**src/rtl/complex_nr_acc.sv**
```systemverilog
// rtl/complex_nr_acc.sv - accumulates ACC_LEN complex products into one complex sum
module complex_nr_acc #(
  parameter int DATA_WIDTH = 8,
  parameter int ACC_LEN    = 4,
  parameter int GUARD_BITS = 4,
  localparam int AW        = 2*DATA_WIDTH + GUARD_BITS,
  localparam int CW        = $clog2(ACC_LEN + 1)
) (
  input  logic                    clk,
  input  logic                    sw_rst,
  input  logic                    res_val,
  output logic                    res_ready,
  input  logic [4*DATA_WIDTH-1:0] res_data,
  output logic                    acc_val,
  input  logic                    acc_ready,
  output logic [2*AW-1:0]         acc_data,
  output logic [CW-1:0]           acc_cnt
);

  localparam int PW = 2*DATA_WIDTH;
  localparam logic [CW-1:0] LAST_CNT = CW'(ACC_LEN - 1);

  typedef enum logic {
    ST_ACC = 1'b0,
    ST_OUT = 1'b1
  } state_t;

  state_t state, next_state;

  logic [PW-1:0] prod_re, prod_im;
  logic [AW-1:0] ext_re, ext_im;
  logic [AW-1:0] sum_re, sum_im;
  logic [AW-1:0] new_re, new_im;
  logic          take;
  logic          last;

  // Split the product and sign-extend each half into the guard bits.
  assign prod_re = res_data[4*DATA_WIDTH-1:PW];
  assign prod_im = res_data[PW-1:0];
  assign ext_re  = {{GUARD_BITS{prod_re[PW-1]}}, prod_re};
  assign ext_im  = {{GUARD_BITS{prod_im[PW-1]}}, prod_im};
  assign new_re  = sum_re + ext_re;
  assign new_im  = sum_im + ext_im;
  assign take    = res_val & res_ready;
  assign last    = (acc_cnt == LAST_CNT);

  // State register; reset always returns to accumulation.
  always_ff @(posedge clk) begin
    if (sw_rst) begin
      state <= ST_ACC;
    end else begin
      state <= next_state;
    end
  end

  // Next-state and handshake outputs; outputs depend on state (and reset) only.
  always_comb begin
    next_state = state;
    res_ready  = 1'b0;
    acc_val    = 1'b0;
    case (state)
      ST_ACC: begin
        res_ready = ~sw_rst;
        if (res_val && last) begin
          next_state = ST_OUT;
        end
      end
      ST_OUT: begin
        acc_val = 1'b1;
        if (acc_ready) begin
          next_state = ST_ACC;
        end
      end
      default: next_state = ST_ACC;
    endcase
  end

  // Partial sums, frame counter and the registered result; the result only
  // changes on the final product of a frame, so it holds through backpressure.
  always_ff @(posedge clk) begin
    if (sw_rst) begin
      sum_re   <= '0;
      sum_im   <= '0;
      acc_cnt  <= '0;
      acc_data <= '0;
    end else if (take) begin
      if (last) begin
        acc_data <= {new_re, new_im};
        sum_re   <= '0;
        sum_im   <= '0;
        acc_cnt  <= '0;
      end else begin
        sum_re   <= new_re;
        sum_im   <= new_im;
        acc_cnt  <= acc_cnt + CW'(1);
      end
    end
  end

endmodule

```
**config.mk**
```make
export PLATFORM = sky130hd
export DESIGN_NAME = complex_nr_acc
export DESIGN_NICKNAME = d
export VERILOG_FILES = /design/src/rtl/complex_nr_acc.sv
export SDC_FILE = /design/constraint.sdc
export NUM_CORES = 1
export LEC_CHECK = 0
export CELL_PAD_IN_SITES_DETAIL_PLACEMENT = 1
export CELL_PAD_IN_SITES_GLOBAL_PLACEMENT = 1
export CORE_ASPECT_RATIO = 1.1
export CORE_UTILIZATION = 35
export DETAILED_ROUTE_END_ITERATION = 7
export GPL_TIMING_DRIVEN = 0
export PLACE_DENSITY = 0.69
export RECOVER_POWER = 25
export SETUP_SLACK_MARGIN = 0.4
export SYNTH_ARGS = -nofsm -noshare
export SYNTH_HDL_FRONTEND = slang
export SYNTH_SLANG_ARGS = --single-unit
```
**constraint.sdc**
```tcl
create_clock -name clk -period 8 [get_ports clk]
set_clock_uncertainty 0.15 [all_clocks]
set_input_delay 1.6 -clock clk [delete_from_list [all_inputs] [get_ports clk]]
set_output_delay 1.6 -clock clk [all_outputs]
set_load 0.01 [all_outputs]
```
# After elaboration in Yosys (flattened, before gate mapping)
# Index checks and enable logic that the tools add are counted.
totals:
  word_cells: 22
  in_bits: 36
  register_bits: 84
  output_inout_bits: 45
op_classes:
  n_reduce_logical: 2
  n_mux: 8
  addsub: 3
  eq_ne: 1
  n_bitwise: 3
ops:
  columns: ["op", "n"]
  rows:
  - ["$add A20 B20 Y20", 2]
  - ["$mux W20", 2]
  - ["$mux W1", 4]
  - ["$add A3 B1 Y3 const B", 1]
  - ["$eq A3 B2 Y1 const B", 1]
  - ["$mux W3", 1]
  - ["$not A1 Y1", 2]
  - ["$pmux W1 S2", 1]
  - ["$reduce_and A2 Y1", 1]
  - ["$and A1 B1 Y1", 1]
  - ["$logic_and A1 B1 Y1", 1]

# Logic depth before layout (Yosys ltp)
logic_depth:
  ltp_word: 4
  ltp_mapped: 9
  ltp_nobuf: 9

# Worst setup path after synthesis
# OpenSTA, ideal clock, no wires.
synth_path:
  path_kind: "input port to output port"
  start: "input port sw_rst"
  end: "output port res_ready"
  t_arrival_ns: 2.511
  path_buffers: 3
  path_stages: 4
  path_slack_ns: 3.739
  required_ns: 6.250
  cell_sequence: "clkbuf_1 clkbuf_1 clkbuf_1 nor2_1"
synth_via:
  elab_chain_len: 2
synth_lines:
  columns: ["item", "line_no", "text"]
  rows:
  - ["start, declared", "10", "input logic sw_rst,"]
  - ["$not A1 Y1", "63", "res_ready = ~sw_rst;"]
  - ["$mux W1", "61", "case (state)"]
  - ["end, declared", "12", "output logic res_ready,"]
# Every way passes these cells.

# Worst setup path after layout
# Same ends and word-level chain as after synthesis.

==> impl_results.md <==
* Wire per inst at 18.8 microns
* 1st-iter DRT viols at 209
* Total setup buffers inserted after CTS at 0
* Tot GR Track Use at 0.233
* Placed instance area at 5830 sq um
* Hold buffers post-CTS at 0
* Worst hold stages at 2
* Crit path arrival time at 4.13 ns
* Fillcell total at 1575
* First-pass GRT wire length at 25.4 mm
* Ys async rst share at 0
* # nets final at 735
* H-Tree Depth at 3
* Max VDD drop at 0.0994 mV
* Seq/Total Area, Yosys at 0.350
* Top FF cell, synth: dfxtp_1
* Clk_lat worst skew at 0.36 ns
* EDFF count, synth at 0
* CTS max path bufs at 2
* Worst Hold End: acc_data[21]
* Total CTS buffers at 9
* Setup Viol. Count Final at 0
* Synth top cells by count: 84 x dfxtp_1, 84 x nand2_1, 55 x a21oi_1
* Min-delay worst type: reg -> reg
* Slew HR at 0.513
* Total die area at 14200 sq um
* Mean post-synth cell area at 8.47 sq um
* Final min period at 5.88 ns
* Synth top area cells: dfxtp_1 35%, ha_1 10%, nand2_1 6.6%, a21oi_1 5.7%, a22o_1 3.8%
* CTS clk-pin slew, worst paths at 0.06 ns
* Setup Crit Path Kind: in -> out
* Fin cells at 847
* Reg2Reg Capture Point: acc_data[16]
* Drt total wl at 15.9 mm
* Startpoint Class: primary input
* Worst Tran Pin Value at 0.730 ns
* Post-Syn Area at 4800 sq um
* Max Slew Vio Count at 0
* Worst Path Max Fanout at 10
* Vias in the first global route at 4843
* Post-Route Setup TNS at 0 ns
* Io pins at 81
* CORE AREA at 13300 sq um
* Synth Register Bits at 84
* Via count at 4661
* Starting density of the core at 0.362
* Dpl hpwl at 12.0 mm
* Num rows at 44
* Root Driver: clkbuf_16
* Leading area contributor after synthesis: dfxtp_1
* Die Ht at 125 microns
* R2R setup slack at 5.20 ns
* Reg2Reg Depth at 9
* Initial antenna violation count at 0
* Pwr per Cell Area at 220 nW/um^2
* Via/cell ratio at 5.50
* Layout cells sized above 1 at 0.0483
* Yosys warns at 0
* Post-Syn Instances at 567
* Cells after DPL at 831
* Largest net degree at the start of global routing at 16
* Grt total ovfl at 0
* Synthesis-to-finish area growth at 28.2%
* Maxcap violations at 0
* CTS resizes at 0
* Synth top area share at 0.350
* Final period utilization at 0.735
* Port bufs at 80
* Netlist cell types at 64
* Status: complete, no violations
* Highest clock rate at 170 MHz
* Pre-CTS WS at 2.16 ns
* Worst setup EP type: output port
* Final hold violations at 0
* Routability cong. at 0.870
* Die X at 114 microns
* DRC at 0
* LEAKAGE at 2.55 nW
* Initial DRT Pass Iterations at 4
* Clock Sinks at 84
* Final design instance area without fill at 6160 sq um
* WP data required at 6.25 ns
* # diodes at 0
* CTS tree: done
* Reg-to-reg startpoint: sum_im[0]
* Post-Syn Nets at 644
* Hold_sp: acc_data[21]
* RSZ-0062 raised after global routing: no
* Setup WS post-layout at 2.12 ns
* Antenna-violating nets left at 0
==> where the power goes <==
part	total, mW	switching, mW	internal [mW]
clock network	0.465	0.190	0.275
registers	0.477	0.0231	0.454
logic	0.413	0.242	0.171
total	1.36	0.455	0.901
==> worst max-delay path, stage by stage <==
cell and delay, ns:
clkdlybuf4s50_1 0.52, clkbuf_1 0.45, clkbuf_1 0.44, clkbuf_1 0.51, nor2_1 0.10, clkdlybuf4s50_1 0.51
==> worst max-delay path by stage <==
stage          slack, ns   start   endpoint  cells after the start
2_1_floorplan       3.74  sw_rst  res_ready                      4
3_3_place_gp        2.18  sw_rst  res_ready                      6
3_5_place_dp        2.16  sw_rst  res_ready                      6
4_1_cts             2.16  sw_rst  res_ready                      6
5_1_grt             2.04  sw_rst  res_ready                      6
6_report            2.12  sw_rst  res_ready                      6
==> final cells by class <==
type | instances | area (sq um) | area share
tap | 184 | 230 | 0.0374
buffer | 27 | 106 | 0.0173
clock buffer | 9 | 225 | 0.0366
sequential | 84 | 1680 | 0.273
clock inverter | 7 | 98.8 | 0.0161
timing repair buffer | 80 | 801 | 0.130
inverter | 4 | 15.0 | 0.00244
multi-input combinational | 452 | 3000 | 0.487
==> metal layers <==
metal / global-route usage / share of wire / up-vias
li1: - / - / 2258
met1: 0.294 / 0.46 / 2281
met2: 0.397 / 0.49 / 99
met3: 0.0273 / 0.033 / 23
met4: 0.0952 / 0.022 / 0
met5: 0 / 0 / -
==> placed cells by master, fill, tap and decap left out, types with 14 or more instances in the layout <==
master,synthesis,layout
a21oi_1,55,55
a22o_1,21,21
clkbuf_1,22,22
clkdlybuf4s50_1,0,48
dfxtp_1,84,84
dlygate4sd3_1,0,32
ha_1,39,39
nand2_1,84,84
nand3_1,14,14
nor2_1,41,41
o21ai_0,27,27
xnor2_1,17,17
xor2_1,14,14
==> cell families (layout without fill, tap and decap cells) <==
logic type	count (synthesis)	after routing	synth area share
adders and majority gates	41	41	0.110
and+or+nand+nor	201	201	0.202
xor gates and xnor gates	31	31	0.0565
AOI/OAI and AO/OA	178	178	0.254
buffers and inverters	31	127	0.0253
DFF	84	84	0.350
muxes	1	1	0.00208
==> sequential cells by signal, summed over array words and instances (netlist names) <==
name and flops:
sum_re 20, sum_im 20, state 1, acc_cnt 3, acc_data 40
==> through the flow <==
step | total power, mW | hold WS, ns | util
6_report | 1.36 | 0.307 | 0.464
3_3_place_gp | 0.878 | 0.292 | 0.440
3_5_place_dp | 0.893 | 0.306 | 0.440
5_1_grt | 1.43 | 0.330 | 0.464
4_1_cts | 1.36 | 0.315 | 0.464
2_1_floorplan | 0.775 | 0.279 | -
(Power assumes the default switching activity.)
